### src/rtl/fpu_pkg.sv
// rtl/fpu_pkg.sv - shared types for the FPU issue/result controller
package fpu_pkg;

    typedef logic [1:0]  fpu_op_t;
    typedef logic [31:0] fpu_word_t;

    typedef struct packed {
        fpu_word_t operand1;
        fpu_word_t operand2;
        fpu_op_t   operation;
    } fpu_req_t;

    typedef struct packed {
        fpu_word_t result;
        fpu_op_t   operation;
    } fpu_rsp_t;

endpackage

### src/rtl/fpu_sync_fifo.sv
// rtl/fpu_sync_fifo.sv - show-ahead synchronous FIFO with full/empty flags
module fpu_sync_fifo #(
    parameter int WIDTH = 8,
    parameter int DEPTH = 4
) (
    input  logic             clk,
    input  logic             rst,
    input  logic             push,
    input  logic [WIDTH-1:0] wdata,
    input  logic             pop,
    output logic [WIDTH-1:0] rdata,
    output logic             full,
    output logic             empty
);

    localparam int AW = $clog2(DEPTH);

    logic [WIDTH-1:0] mem [DEPTH];
    logic [AW:0]      wr_ptr;
    logic [AW:0]      rd_ptr;
    logic             do_push;
    logic             do_pop;

    // Extra pointer bit distinguishes full from empty when the indices match.
    assign empty   = (wr_ptr == rd_ptr);
    assign full    = (wr_ptr[AW] != rd_ptr[AW]) && (wr_ptr[AW-1:0] == rd_ptr[AW-1:0]);
    assign do_push = push && !full;
    assign do_pop  = pop && !empty;
    assign rdata   = mem[rd_ptr[AW-1:0]];

    always_ff @(posedge clk or posedge rst) begin
        if (rst) begin
            wr_ptr <= '0;
            rd_ptr <= '0;
            for (int i = 0; i < DEPTH; i++) begin
                mem[i] <= '0;
            end
        end else begin
            if (do_push) begin
                mem[wr_ptr[AW-1:0]] <= wdata;
                wr_ptr              <= wr_ptr + 1'b1;
            end
            if (do_pop) begin
                rd_ptr <= rd_ptr + 1'b1;
            end
        end
    end

endmodule

### src/rtl/fpu_issue_ctrl.sv
// rtl/fpu_issue_ctrl.sv - credit-based operand issue and result collection for a fixed-latency FPU
module fpu_issue_ctrl
    import fpu_pkg::*;
#(
    parameter int IN_DEPTH  = 4,
    parameter int OUT_DEPTH = 4,
    parameter int LATENCY   = 3
) (
    input  logic        CLK,
    input  logic        RST,
    input  logic        InValid,
    output logic        InReady,
    input  logic [31:0] InOperand1,
    input  logic [31:0] InOperand2,
    input  logic [1:0]  InOperation,
    output logic [31:0] FpuOperand1,
    output logic [31:0] FpuOperand2,
    output logic [1:0]  FpuOperation,
    input  logic [31:0] FpuResult,
    output logic        OutValid,
    input  logic        OutReady,
    output logic [31:0] OutResult,
    output logic [1:0]  OutOperation,
    output logic        Busy
);

    localparam int CW = $clog2(OUT_DEPTH + 1);

    fpu_req_t           in_wdata;
    fpu_req_t           in_rdata;
    logic               in_full;
    logic               in_empty;
    fpu_rsp_t           res_wdata;
    fpu_rsp_t           out_rdata;
    logic               out_full;
    logic               out_empty;
    logic               res_push;
    logic               out_pop;
    logic               issue;
    logic [CW-1:0]      credits_used;
    logic [LATENCY-1:0] pipe_valid;
    fpu_op_t            pipe_tag [LATENCY];

    assign in_wdata = {InOperand1, InOperand2, InOperation};

    fpu_sync_fifo #(
        .WIDTH ($bits(fpu_req_t)),
        .DEPTH (IN_DEPTH)
    ) u_in_fifo (
        .clk   (CLK),
        .rst   (RST),
        .push  (InValid),
        .wdata (in_wdata),
        .pop   (issue),
        .rdata (in_rdata),
        .full  (in_full),
        .empty (in_empty)
    );

    // A pop in the same cycle frees a credit, so issue may proceed at a full count.
    assign out_pop = !out_empty && OutReady;
    assign issue   = !in_empty && ((credits_used < CW'(OUT_DEPTH)) || out_pop);

    always_ff @(posedge CLK or posedge RST) begin
        if (RST) begin
            FpuOperand1  <= '0;
            FpuOperand2  <= '0;
            FpuOperation <= '0;
        end else if (issue) begin
            FpuOperand1  <= in_rdata.operand1;
            FpuOperand2  <= in_rdata.operand2;
            FpuOperation <= in_rdata.operation;
        end
    end

    always_ff @(posedge CLK or posedge RST) begin
        if (RST) begin
            pipe_valid <= '0;
            for (int i = 0; i < LATENCY; i++) begin
                pipe_tag[i] <= '0;
            end
        end else begin
            pipe_valid[0] <= issue;
            pipe_tag[0]   <= in_rdata.operation;
            for (int i = 1; i < LATENCY; i++) begin
                pipe_valid[i] <= pipe_valid[i-1];
                pipe_tag[i]   <= pipe_tag[i-1];
            end
        end
    end

    always_ff @(posedge CLK or posedge RST) begin
        if (RST) begin
            credits_used <= '0;
        end else begin
            case ({issue, out_pop})
                2'b10:   credits_used <= credits_used + 1'b1;
                2'b01:   credits_used <= credits_used - 1'b1;
                default: credits_used <= credits_used;
            endcase
        end
    end

    assign res_push  = pipe_valid[LATENCY-1];
    assign res_wdata = {FpuResult, pipe_tag[LATENCY-1]};

    fpu_sync_fifo #(
        .WIDTH ($bits(fpu_rsp_t)),
        .DEPTH (OUT_DEPTH)
    ) u_out_fifo (
        .clk   (CLK),
        .rst   (RST),
        .push  (res_push),
        .wdata (res_wdata),
        .pop   (out_pop),
        .rdata (out_rdata),
        .full  (out_full),
        .empty (out_empty)
    );

    // Credits reserve result space at issue time, so a write never meets a full FIFO.
    assert property (@(posedge CLK) disable iff (RST) !(res_push && out_full));

    assign InReady      = !in_full;
    assign OutValid     = !out_empty;
    assign OutResult    = out_rdata.result;
    assign OutOperation = out_rdata.operation;
    assign Busy         = !in_empty || (credits_used != '0);

endmodule

### config.mk
export PLATFORM = sky130hd
export DESIGN_NAME = fpu_issue_ctrl
export DESIGN_NICKNAME = d
export VERILOG_FILES = /design/src/rtl/fpu_pkg.sv /design/src/rtl/fpu_sync_fifo.sv /design/src/rtl/fpu_issue_ctrl.sv
export SDC_FILE = /design/constraint.sdc
export NUM_CORES = 1
export LEC_CHECK = 0
export CELL_PAD_IN_SITES_DETAIL_PLACEMENT = 0
export CELL_PAD_IN_SITES_GLOBAL_PLACEMENT = 1
export CORE_UTILIZATION = 44
export DETAILED_ROUTE_END_ITERATION = 12
export PLACE_DENSITY = 0.8
export SLEW_MARGIN = 20
export SYNTH_ARGS = -nofsm -noshare
export SYNTH_HDL_FRONTEND = slang
export SYNTH_HIERARCHICAL = 1
export SYNTH_SLANG_ARGS = --single-unit
### constraint.sdc
create_clock -name CLK -period 10.02 [get_ports CLK]
set_input_delay 2.505 -clock CLK [delete_from_list [all_inputs] [get_ports CLK]]
set_output_delay 2.505 -clock CLK [all_outputs]
set_load 0.02 [all_outputs]
==> impl_results.html, run 1 <==
<table>
<tr><th>Metric</th><th>Value</th></tr>
<tr><th colspan="2">Status</th></tr>
<tr><td>Run status</td><td>finished, final reports clean</td></tr>
<tr><th colspan="2">Routing</th></tr>
<tr><td>Detailed-route wire length</td><td>45.2 mm</td></tr>
<tr><td>First-pass detailed-route iteration total</td><td>6</td></tr>
<tr><td>Count of nets left with antenna violations after detail routing</td><td>0</td></tr>
<tr><td>Vias per cell</td><td>5.45</td></tr>
<tr><td>Via Count</td><td>11375</td></tr>
<tr><td>Number of design rule violations left after detail routing</td><td>0</td></tr>
<tr><td>Initial drt markers</td><td>563</td></tr>
<tr><td>Drt wl/cell</td><td>21.7 µm</td></tr>
<tr><th colspan="2">Yosys</th></tr>
<tr><td>Synthesis Warnings</td><td>6</td></tr>
<tr><td>Average cell area after synthesis</td><td>17.3 µm²</td></tr>
<tr><td>Area of the mapped netlist</td><td>21200 µm²</td></tr>
<tr><td>Mapped Cells</td><td>1226</td></tr>
<tr><td>Synthesized net count</td><td>1340</td></tr>
<tr><th colspan="2">GRT</th></tr>
<tr><td>Overall fraction of global-route tracks in use</td><td>19.1%</td></tr>
<tr><td>Global-route wire length before repair</td><td>73.6 mm</td></tr>
<tr><td>Antenna violations before repair</td><td>8</td></tr>
<tr><td>Pin count of the biggest net entering global routing</td><td>153</td></tr>
<tr><td>Congestion Overflow GR</td><td>0</td></tr>
<tr><td>Vias in the first global route</td><td>12747</td></tr>
<tr><th colspan="2">Power and ir drop</th></tr>
<tr><td>Maximum ir drop on the vdd rail</td><td>235 µV</td></tr>
<tr><td>Leakage dissipation</td><td>0.0105 µW</td></tr>
<tr><td>Areal power density over the cells</td><td>391 nW/µm²</td></tr>
<tr><td>Total power</td><td>9970 µW</td></tr>
<tr><th colspan="2">STA</th></tr>
<tr><td>Final setup TNS</td><td>0 ps</td></tr>
<tr><td>Period utilisation layout</td><td>55.9%</td></tr>
<tr><td>Total count of max-transition violations in the final report</td><td>0</td></tr>
<tr><td>Slew at the pin with the worst max-slew slack</td><td>1040 ps</td></tr>
<tr><td>Final Hold Violating Endpoints</td><td>0</td></tr>
<tr><td>Skew final</td><td>16.1 ps</td></tr>
<tr><td>Finish-stage setup viols</td><td>0</td></tr>
<tr><td>Final critical delay including setup and external delays</td><td>5600 ps</td></tr>
<tr><td>Worst slew margin</td><td>30.2%</td></tr>
<tr><td>Fmax</td><td>179 MHz</td></tr>
<tr><td>Unrepaired setup endpoints after global routing</td><td>false</td></tr>
<tr><th colspan="2">Critical path</th></tr>
<tr><td>Critical path origin</td><td>u_in_fifo/rd_ptr[1]</td></tr>
<tr><td>Category of the worst setup path launch point</td><td>flop</td></tr>
<tr><td>CP required</td><td>7520 ps</td></tr>
<tr><td>WS Path Type</td><td>reg -&gt; out</td></tr>
<tr><td>WP data arrival</td><td>3100 ps</td></tr>
<tr><td>Capturing element type of the critical path</td><td>primary output</td></tr>
<tr><td>Critical path fanouts, max</td><td>28</td></tr>
<tr><td>R2r setup slk</td><td>6580 ps</td></tr>
<tr><td>Reg-to-reg endpoint</td><td>credits_used[2]</td></tr>
<tr><td>Worst Setup EP</td><td>Busy</td></tr>
<tr><td>Critical register-to-register path startpoint</td><td>u_in_fifo/rd_ptr[1]</td></tr>
<tr><td>Number of cells traversed by the worst register-to-register path</td><td>11</td></tr>
<tr><th colspan="2">Die</th></tr>
<tr><td>Initial Utilization</td><td>44.4%</td></tr>
<tr><td>Width of the chip</td><td>221 µm</td></tr>
<tr><td>Cell Rows</td><td>80</td></tr>
<tr><td>Die height</td><td>221 µm</td></tr>
<tr><td>Placeable core region</td><td>47600 µm²</td></tr>
<tr><td>I/O pin count</td><td>205</td></tr>
<tr><td>Die Outline Area</td><td>49000 µm²</td></tr>
<tr><th colspan="2">Placed design</th></tr>
<tr><td>Placer Congestion</td><td>0.720</td></tr>
<tr><td>Post-DP HPWL</td><td>27.1 mm</td></tr>
<tr><td>Port Buffer Count</td><td>204</td></tr>
<tr><th colspan="2">Layout</th></tr>
<tr><td>Nets</td><td>1546</td></tr>
<tr><td>FILL cells</td><td>3929</td></tr>
<tr><td>Layout area overhead</td><td>20.4%</td></tr>
<tr><td>Fraction of layout cells with a size suffix above 1</td><td>40.3%</td></tr>
<tr><th colspan="2">CTS</th></tr>
<tr><td>CTS Hold Bufs</td><td>0</td></tr>
<tr><td>Depth of the CTS H-tree</td><td>2</td></tr>
<tr><td>Buffers inserted during post-CTS setup optimization</td><td>0</td></tr>
<tr><td>Clock tree from TritonCTS</td><td>done</td></tr>
<tr><td>Clock tree sinks</td><td>490</td></tr>
<tr><td>Root buffer selected by CTS</td><td>clkbuf_16</td></tr>
<tr><td>Clock tree buffer depth</td><td>3</td></tr>
<tr><td>Number of gates resized after CTS</td><td>0</td></tr>
<tr><td>CTS buffer count</td><td>52</td></tr>
<tr><td>Clock transition at path regs</td><td>60 ps</td></tr>
<tr><td>Later-pin clock latency in the skew report</td><td>590 ps</td></tr>
<tr><th colspan="2">Run</th></tr>
<tr><td>Max Cap Violations</td><td>0</td></tr>
<tr><th colspan="2">Hold path</th></tr>
<tr><td>Path class of the lowest-slack min-delay path</td><td>reg -&gt; reg</td></tr>
</table>
cell usage in the layout (no fill, tap or decap), drive strengths merged, types with 2 or more instances in the layout:
cell	count
inv	15
nand2	8
o31ai	4
a31oi	10
ha	11
mux2	470
nor2	2
mux4	100
xor2	10
nand4	2
dfrtp	490
clkdlybuf4s50	204
nand2b	3
clkbuf	80
xnor2	9
nor2b	2
clkinv	10
buf	20
bufinv	4
nor3	3
o21ai	4
o311ai	4
nand3	3
flip-flops by register name, indices dropped and copies added, names as in the netlist:
signal,flops
u_in_fifo/mem,264
u_out_fifo/mem,136
FpuOperand1,32
FpuOperand2,32
pipe_tag,6
credits_used,3
pipe_valid,3
u_in_fifo/rd_ptr,3
u_in_fifo/wr_ptr,3
u_out_fifo/rd_ptr,3
u_out_fifo/wr_ptr,3
FpuOperation,2
worst max-delay path: stages, from the launching register on:
cell             delay (ps)
dfrtp_4                 740
xor2_1                  270
nor3_1                  730
nand3_1                 130
clkdlybuf4s50_1         640
layer usage:
layer | share of wire, % | wire length, µm | up-vias | GRT usage, %
met5 | 0.20 | 89 | - | 0
met4 | 1.9 | 862 | 12 | 4.69
met3 | 5.5 | 2480 | 71 | 5.31
met2 | 48 | 21900 | 227 | 31.1
met1 | 44 | 19900 | 6109 | 25.3
li1 | - | - | 4956 | -
where the power goes:
part	switching, µW	total, µW	internal (µW)
combinational	1890	4410	2520
sequential	585	3630	3040
clock	769	1930	1160
final cells by class:
class	instances	area (µm²)	area share [%]
Clock inverter	13	176	0.692
Clock buffer	80	1550	6.07
Multi-Input combinational cell	648	8460	33.2
Tap cell	615	769	3.02
Inverter	16	77.6	0.304
Timing Repair Buffer	224	2200	8.61
Antenna cell	1	2.50	0.00981
Sequential cell	490	12300	48.1
stage by stage:
| step | hold WS [ps] | utilization, % | setup slack (ps) | instances | area (µm²) |
|---|---|---|---|---|---|
| after floorplan | 331 | - | 76.3 | 1226 | 21200 |
| after global placement | 332 | 49.9 | 4780 | 1993 | 23800 |
| after detailed placement | 335 | 49.9 | 4700 | 1993 | 23800 |
| after CTS | 345 | 53.5 | 4410 | 2086 | 25500 |
| after global routing | 352 | 53.5 | 4270 | 2086 | 25500 |
| final | 346 | 53.5 | 4420 | 2087 | 25500 |
worst min-delay path by stage:
stage,start,end,cells after the start
3_5_place_dp,pipe_valid[0],pipe_valid[1],0
6_report,pipe_valid[1],pipe_valid[2],0
3_3_place_gp,pipe_valid[0],pipe_valid[1],0
2_1_floorplan,pipe_tag[2],pipe_tag[0],0
5_1_grt,pipe_tag[4],pipe_tag[2],0
4_1_cts,pipe_tag[4],pipe_tag[2],0
Note: power is estimated with default switching activity, not from simulation.
==> inputs of run 2 (changes only) <==
clock period = 4.6 ns   (was 10.02 ns; I/O delays follow)
==> run 2 against run 1 <==
Effect of this change: die area unchanged; flip-flop and latch count unchanged; total power increased by 120%; sequential share of layout area decreased by 0.40 points; register-to-register slack got worse by 5000 ps; critical path depth unchanged; first-iteration DRC count decreased by 2.1%; sequential power increased by 120%; utilization increased by 0.45 points; clock skew increased by 4.5 ps; highest routed layer unchanged; wire length decreased by 1.9%.
==> impl_results.html, run 2 (synthesized netlist as in run 1, its figures left out) <==
<table>
<tr><th>Metric</th><th>Value</th></tr>
<tr><th colspan="2">STA</th></tr>
<tr><td>Final Hold Violating Endpoints</td><td>0 (unchanged)</td></tr>
<tr><td>Final critical delay including setup and external delays</td><td>4080 ps</td></tr>
<tr><td>Total count of max-transition violations in the final report</td><td>0 (unchanged)</td></tr>
<tr><td>Worst slew margin</td><td>31.1% (+0.85 points)</td></tr>
<tr><td>Slew at the pin with the worst max-slew slack</td><td>1030 ps (-5.24 ps)</td></tr>
<tr><td>Period utilisation layout</td><td>88.7%</td></tr>
<tr><td>Finish-stage setup viols</td><td>0 (unchanged)</td></tr>
<tr><td>Skew final</td><td>20.6 ps (+4.47 ps)</td></tr>
<tr><td>Fmax</td><td>245 MHz</td></tr>
<tr><td>Unrepaired setup endpoints after global routing</td><td>false</td></tr>
<tr><td>Final setup TNS</td><td>0 ps (unchanged)</td></tr>
<tr><th colspan="2">GRT</th></tr>
<tr><td>Pin count of the biggest net entering global routing</td><td>93 (-39%)</td></tr>
<tr><td>Overall fraction of global-route tracks in use</td><td>18.8% (-0.35 points)</td></tr>
<tr><td>Congestion Overflow GR</td><td>0 (unchanged)</td></tr>
<tr><td>Antenna violations before repair</td><td>9 (+1)</td></tr>
<tr><td>Vias in the first global route</td><td>12501 (-1.9%)</td></tr>
<tr><td>Global-route wire length before repair</td><td>72.0 mm (-2.2%)</td></tr>
<tr><th colspan="2">Die</th></tr>
<tr><td>I/O pin count</td><td>205 (unchanged)</td></tr>
<tr><td>Width of the chip</td><td>221 µm (unchanged)</td></tr>
<tr><td>Cell Rows</td><td>80 (unchanged)</td></tr>
<tr><td>Placeable core region</td><td>47600 µm² (unchanged)</td></tr>
<tr><td>Die height</td><td>221 µm (unchanged)</td></tr>
<tr><td>Die Outline Area</td><td>49000 µm² (unchanged)</td></tr>
<tr><td>Initial Utilization</td><td>44.4% (unchanged)</td></tr>
<tr><th colspan="2">Critical path</th></tr>
<tr><td>CP required</td><td>3450 ps (-4070 ps)</td></tr>
<tr><td>Critical-path cell list</td><td>xor2_1 &gt; nor3_1 &gt; nand3_1 &gt; clkdlybuf4s50_1</td></tr>
<tr><td>Critical path fanouts, max</td><td>19 (-32%)</td></tr>
<tr><td>Slowest stage cell on the critical path</td><td>nor3_1</td></tr>
<tr><td>Number of cells traversed by the worst register-to-register path</td><td>11 (unchanged)</td></tr>
<tr><td>Capturing element type of the critical path</td><td>primary output</td></tr>
<tr><td>Category of the worst setup path launch point</td><td>flop</td></tr>
<tr><td>Max stage delay on crit path</td><td>660 ps (-80 ps)</td></tr>
<tr><td>WP data arrival</td><td>2930 ps (-170 ps)</td></tr>
<tr><td>WS Path Type</td><td>reg -&gt; out</td></tr>
<tr><th colspan="2">Layout</th></tr>
<tr><td>Post-Route Utilization</td><td>54.0% (+0.45 points)</td></tr>
<tr><td>Largest reg by FF count</td><td>u_in_fifo/mem</td></tr>
<tr><td>Multi-input combinational cell area</td><td>8460 µm² (unchanged)</td></tr>
<tr><td>Biggest regs</td><td>u_in_fifo/mem x264, u_out_fifo/mem x136</td></tr>
<tr><td>FF/Latch Area</td><td>12300 µm² (unchanged)</td></tr>
<tr><td>Commonest cells after routing, fill and taps aside</td><td>dfrtp_1, mux2_2, clkdlybuf4s50_1</td></tr>
<tr><td>Leading cell type in the layout, fill and taps excluded</td><td>dfrtp_1</td></tr>
<tr><td>Post-route cell area</td><td>25700 µm² (+0.84%)</td></tr>
<tr><td>Flip-flop count of the largest register, all copies and words added</td><td>264 (unchanged)</td></tr>
<tr><td>FILL cells</td><td>3860 (-1.8%)</td></tr>
<tr><td>Layout area overhead</td><td>21.4%</td></tr>
<tr><td>Nets</td><td>1554 (+0.52%)</td></tr>
<tr><td>Fraction of layout cells with a size suffix above 1</td><td>40.8% (+0.51 points)</td></tr>
<tr><th colspan="2">CTS</th></tr>
<tr><td>Clock transition at path regs</td><td>60 ps (about the same)</td></tr>
<tr><td>Later-pin clock latency in the skew report</td><td>590 ps (about the same)</td></tr>
<tr><td>Root buffer selected by CTS</td><td>clkbuf_16</td></tr>
<tr><td>Depth of the CTS H-tree</td><td>2 (unchanged)</td></tr>
<tr><td>Buffers inserted during post-CTS setup optimization</td><td>0 (unchanged)</td></tr>
<tr><td>Clock tree sinks</td><td>490 (unchanged)</td></tr>
<tr><td>CTS Hold Bufs</td><td>0 (unchanged)</td></tr>
<tr><td>Clock tree buffer depth</td><td>3 (unchanged)</td></tr>
<tr><td>Number of gates resized after CTS</td><td>0 (unchanged)</td></tr>
<tr><td>CTS buffer count</td><td>53 (+1.9%)</td></tr>
<tr><td>Clock tree from TritonCTS</td><td>done</td></tr>
<tr><th colspan="2">Power and ir drop</th></tr>
<tr><td>Areal power density over the cells</td><td>847 nW/µm² (+120%)</td></tr>
<tr><td>Leakage dissipation</td><td>0.0105 µW (+0.80%)</td></tr>
<tr><td>Maximum ir drop on the vdd rail</td><td>412 µV (+76%)</td></tr>
<tr><th colspan="2">Routing</th></tr>
<tr><td>Vias per cell</td><td>5.37 (-1.4%)</td></tr>
<tr><td>Initial drt markers</td><td>551 (-2.1%)</td></tr>
<tr><td>Number of design rule violations left after detail routing</td><td>0 (unchanged)</td></tr>
<tr><td>First-pass detailed-route iteration total</td><td>4 (-2)</td></tr>
<tr><td>Via Count</td><td>11248 (-1.1%)</td></tr>
<tr><td>Detailed-route wire length</td><td>44.3 mm (-1.9%)</td></tr>
<tr><td>Count of nets left with antenna violations after detail routing</td><td>0 (unchanged)</td></tr>
<tr><td>Drt wl/cell</td><td>21.2 µm (-2.3%)</td></tr>
<tr><th colspan="2">Run</th></tr>
<tr><td>Max Cap Violations</td><td>0 (unchanged)</td></tr>
<tr><th colspan="2">Status</th></tr>
<tr><td>Run status</td><td>finished, final reports clean</td></tr>
<tr><th colspan="2">Hold path</th></tr>
<tr><td>Hold Path Stages</td><td>0 (unchanged)</td></tr>
<tr><td>Path class of the lowest-slack min-delay path</td><td>reg -&gt; reg</td></tr>
<tr><th colspan="2">Placed design</th></tr>
<tr><td>Post-DP HPWL</td><td>27.2 mm (+0.29%)</td></tr>
<tr><td>Placer Congestion</td><td>0.768 (+6.8%)</td></tr>
<tr><td>Placed cell area</td><td>23900 µm² (+0.68%)</td></tr>
<tr><td>Port Buffer Count</td><td>204 (unchanged)</td></tr>
</table>
-- run 2: power by group --
group          total (µW)  switching, µW  internal [µW]  leakage (µW)
logic                9620           4080           5530       0.00386
clock network        4310           1680           2630      0.000875
registers            7860           1230           6630       0.00580
total               21800           7000          14800        0.0105
-- run 2: worst paths after layout --
path	start	end	slack, ps
max in group asynchronous	RST	u_in_fifo/mem[25]	2500
min in group asynchronous	RST	credits_used[2]	1120
worst max-delay path	u_in_fifo/rd_ptr[1]	Busy	520
worst min register to register	pipe_tag[4]	pipe_tag[2]	340
worst min-delay path	pipe_tag[4]	pipe_tag[2]	340
worst max register to register	u_out_fifo/rd_ptr[0]	credits_used[2]	1570
-- run 2: layout make-up --
cell class,instances,share of cell area [%]
Sequential cell,490,47.7
Multi-Input combinational cell,648,32.9
Timing Repair Buffer,231,9.17
Clock buffer,79,6.13
Tap cell,615,2.99
Clock inverter,13,0.808
Inverter,16,0.272
Antenna cell,2,0.0195
-- run 2: metrics by stage --
step	setup slack, ps	std cells	hold slack, ps	power (µW)
5_1_grt	391	2092	350	23100
6_report	520	2094	342	21800
4_1_cts	511	2092	343	22100
3_5_place_dp	1150	2000	336	17700
2_1_floorplan	-117	1226	331	14800
3_3_place_gp	1160	2000	333	17400
-- run 2: critical path: cells and delay by family, from the launching register on --
family,cells,cell delay (ps)
xor gates and xnor gates,1,280
DFF,1,630
buffers and inverters,1,630
and+or+nand+nor,2,810
-- run 2: per-layer routing --
metal	vias up	part of all wire [%]	wire length, µm	GRT usage [%]
met4	14	1.5	646	4.13
met5	-	0.19	84	0
met1	6007	44	19300	24.8
li1	4955	-	-	-
met2	203	48	21500	30.2
met3	69	6.4	2820	6.02
==> inputs of run 3 (changes only) <==
RECOVER_POWER = 50   (was default)
==> run 3 against run 2 <==
Effect of this change: the run now ends with capacitance limit, slew limit left; critical path depth unchanged; non-clock buffer count unchanged; hold slack barely moved; clock-buffer cell count unchanged; clock power hardly changed; first-iteration DRC count fell by 2.9%; combinational power down 0.7%; sequential power about the same; die area did not move; total power down 0.30%.
==> impl_results.html, run 3 (synthesized netlist as in run 1, its figures left out) <==
<table>
<tr><th>Metric</th><th>Value</th></tr>
<tr><th colspan="2">Layout</th></tr>
<tr><td>Layout area overhead</td><td>20.7%</td></tr>
<tr><td>Fraction of layout cells with a size suffix above 1</td><td>40.2% (-0.61 points)</td></tr>
<tr><td>Commonest cells after routing, fill and taps aside</td><td>dfrtp_1, mux2_2, clkdlybuf4s50_1</td></tr>
<tr><td>FILL cells</td><td>3881 (+0.54%)</td></tr>
<tr><td>Leading cell type in the layout, fill and taps excluded</td><td>dfrtp_1</td></tr>
<tr><td>Biggest regs</td><td>u_in_fifo/mem x264, u_out_fifo/mem x136</td></tr>
<tr><td>Largest reg by FF count</td><td>u_in_fifo/mem</td></tr>
<tr><td>Flip-flop count of the largest register, all copies and words added</td><td>264 (unchanged)</td></tr>
<tr><td>Nets</td><td>1554 (unchanged)</td></tr>
<tr><td>Finished Layout Cells</td><td>2094 (unchanged)</td></tr>
<tr><th colspan="2">STA</th></tr>
<tr><td>Final Hold Violating Endpoints</td><td>0 (unchanged)</td></tr>
<tr><td>Setup slack of the critical path after layout</td><td>530 ps (+10.6 ps)</td></tr>
<tr><td>Slew at the pin with the worst max-slew slack</td><td>2020 ps (+987 ps)</td></tr>
<tr><td>Unrepaired setup endpoints after global routing</td><td>false</td></tr>
<tr><td>Total count of max-transition violations in the final report</td><td>187 (+187)</td></tr>
<tr><td>Worst slew margin</td><td>-35.4% (-66 points)</td></tr>
<tr><td>Final hold slack</td><td>342 ps (+0.0820 ps)</td></tr>
<tr><td>Finish-stage setup viols</td><td>0 (unchanged)</td></tr>
<tr><td>Final critical delay including setup and external delays</td><td>4070 ps (-10.6 ps)</td></tr>
<tr><td>Period utilisation layout</td><td>88.5% (-0.23 points)</td></tr>
<tr><td>Fmax</td><td>246 MHz (+0.26%)</td></tr>
<tr><td>Final setup TNS</td><td>0 ps (unchanged)</td></tr>
<tr><td>Skew final</td><td>20.2 ps (-0.321 ps)</td></tr>
<tr><th colspan="2">Die</th></tr>
<tr><td>Initial Utilization</td><td>44.4% (unchanged)</td></tr>
<tr><td>Placeable core region</td><td>47600 µm² (unchanged)</td></tr>
<tr><td>Width of the chip</td><td>221 µm (unchanged)</td></tr>
<tr><td>Die Outline Area</td><td>49000 µm² (unchanged)</td></tr>
<tr><td>Die height</td><td>221 µm (unchanged)</td></tr>
<tr><td>I/O pin count</td><td>205 (unchanged)</td></tr>
<tr><td>Cell Rows</td><td>80 (unchanged)</td></tr>
<tr><th colspan="2">Routing</th></tr>
<tr><td>Detailed-route wire length</td><td>44.4 mm (+0.11%)</td></tr>
<tr><td>Count of nets left with antenna violations after detail routing</td><td>0 (unchanged)</td></tr>
<tr><td>Vias per cell</td><td>5.38 (+0.25%)</td></tr>
<tr><td>Drt wl/cell</td><td>21.2 µm (+0.11%)</td></tr>
<tr><td>Via Count</td><td>11276 (+0.25%)</td></tr>
<tr><td>Initial drt markers</td><td>535 (-2.9%)</td></tr>
<tr><td>Number of design rule violations left after detail routing</td><td>0 (unchanged)</td></tr>
<tr><td>First-pass detailed-route iteration total</td><td>5 (+1)</td></tr>
<tr><th colspan="2">Status</th></tr>
<tr><td>Run status</td><td>finished, violations left</td></tr>
<tr><td>Violated checks</td><td>capacitance limit, slew limit</td></tr>
<tr><th colspan="2">Critical path</th></tr>
<tr><td>WP data arrival</td><td>2920 ps (about the same)</td></tr>
<tr><td>Critical path fanouts, max</td><td>19 (unchanged)</td></tr>
<tr><td>WS Path Type</td><td>reg -&gt; out</td></tr>
<tr><td>CP required</td><td>3450 ps (about the same)</td></tr>
<tr><td>Capturing element type of the critical path</td><td>primary output</td></tr>
<tr><td>Category of the worst setup path launch point</td><td>flop</td></tr>
<tr><th colspan="2">CTS</th></tr>
<tr><td>Clock tree sinks</td><td>490 (unchanged)</td></tr>
<tr><td>CTS buffer count</td><td>53 (unchanged)</td></tr>
<tr><td>Clock tree from TritonCTS</td><td>done</td></tr>
<tr><td>Number of gates resized after CTS</td><td>0 (unchanged)</td></tr>
<tr><td>Later-pin clock latency in the skew report</td><td>590 ps (about the same)</td></tr>
<tr><td>CTS Hold Bufs</td><td>0 (unchanged)</td></tr>
<tr><td>Buffers inserted during post-CTS setup optimization</td><td>0 (unchanged)</td></tr>
<tr><td>Clock transition at path regs</td><td>60 ps (about the same)</td></tr>
<tr><td>Clock tree buffer depth</td><td>3 (unchanged)</td></tr>
<tr><td>Depth of the CTS H-tree</td><td>2 (unchanged)</td></tr>
<tr><td>Root buffer selected by CTS</td><td>clkbuf_16</td></tr>
<tr><th colspan="2">Power and ir drop</th></tr>
<tr><td>Total power</td><td>21700 µW (-0.30%)</td></tr>
<tr><td>Leakage dissipation</td><td>0.0105 µW (-0.50%)</td></tr>
<tr><td>Areal power density over the cells</td><td>850 nW/µm² (+0.28%)</td></tr>
<tr><td>Maximum ir drop on the vdd rail</td><td>402 µV (-2.4%)</td></tr>
<tr><th colspan="2">Placed design</th></tr>
<tr><td>Pre-CTS setup slack</td><td>1150 ps (unchanged)</td></tr>
<tr><td>Post-DP HPWL</td><td>27.2 mm (unchanged)</td></tr>
<tr><td>Placer Congestion</td><td>0.768 (unchanged)</td></tr>
<tr><td>Post-Place Cells</td><td>2000 (unchanged)</td></tr>
<tr><td>Port Buffer Count</td><td>204 (unchanged)</td></tr>
<tr><th colspan="2">GRT</th></tr>
<tr><td>Pin count of the biggest net entering global routing</td><td>93 (unchanged)</td></tr>
<tr><td>Antenna violations before repair</td><td>9 (unchanged)</td></tr>
<tr><td>Congestion Overflow GR</td><td>0 (unchanged)</td></tr>
<tr><td>Vias in the first global route</td><td>12501 (unchanged)</td></tr>
<tr><td>Global-route wire length before repair</td><td>72.0 mm (unchanged)</td></tr>
<tr><td>Overall fraction of global-route tracks in use</td><td>18.8% (unchanged)</td></tr>
<tr><th colspan="2">Run</th></tr>
<tr><td>Max Cap Violations</td><td>6 (+6)</td></tr>
<tr><th colspan="2">Hold path</th></tr>
<tr><td>Path class of the lowest-slack min-delay path</td><td>reg -&gt; reg</td></tr>
</table>
run 3: cell count changes in the layout (fill, tap and decap cells not counted), moves of 2 or more:
cell,delta
a31oi_1,+3
a31oi_4,-3
buf_12,-4
buf_4,-4
clkbuf_1,+3
clkbuf_2,+5
clkinvlp_2,+3
clkinvlp_4,-2
xnor2_1,+2
xnor2_2,-2
run 3: path summary, 6_finish.rpt:
path	startpoint	endpoint	slack (ps)	cells past startpoint
max	u_in_fifo/rd_ptr[1]	Busy	530	4
min	pipe_tag[4]	pipe_tag[2]	340	0
max reg2reg	u_out_fifo/rd_ptr[0]	u_out_fifo/mem[97]	960	4
min reg2reg	pipe_tag[4]	pipe_tag[2]	340	0
max in group asynchronous	RST	FpuOperand2[12]	1000	3
min in group asynchronous	RST	u_in_fifo/mem[116]	1370	2
run 3: layout make-up:
class	count	area (µm²)	area share [%]
flip-flops and latches	490	12300	48.0
repair buffers	231	2280	8.93
inverters	16	63.8	0.250
clock buffers	79	1580	6.16
clock inverters	13	208	0.812
well taps	615	769	3.01
diodes	2	5.00	0.0196
multi-input cells	648	8390	32.8
run 3: critical path, stage by stage, from the launching register on:
cell,delay [ps]
dfrtp_4,630
xor2_1,280
nor3_1,650
nand3_1,140
clkdlybuf4s50_1,620
run 3: report_power, final:
group,switching [µW],internal [µW]
Combinational,4040,5520
Clock,1680,2630
Sequential,1230,6630
Total,6950,14800
run 3: metal layers:
layer / share of wire [%] / vias up / wire length [µm] / GRT usage (%)
li1: - / 4954 / - / -
met1: 44 / 6033 / 19400 / 24.8
met2: 49 / 207 / 21500 / 30.2
met3: 6.2 / 68 / 2750 / 6.02
met4: 1.4 / 14 / 620 / 4.13
met5: 0.20 / - / 88 / 0
run 3: stage by stage:
step / cell area [µm²] / util [%]
6_report: 25600 / 53.7
5_1_grt: 25600 / 53.6
4_1_cts: 25700 / 54.0
3_5_place_dp: 23900 / 50.2
3_3_place_gp: 23900 / 50.2
2_1_floorplan: 21200 / -
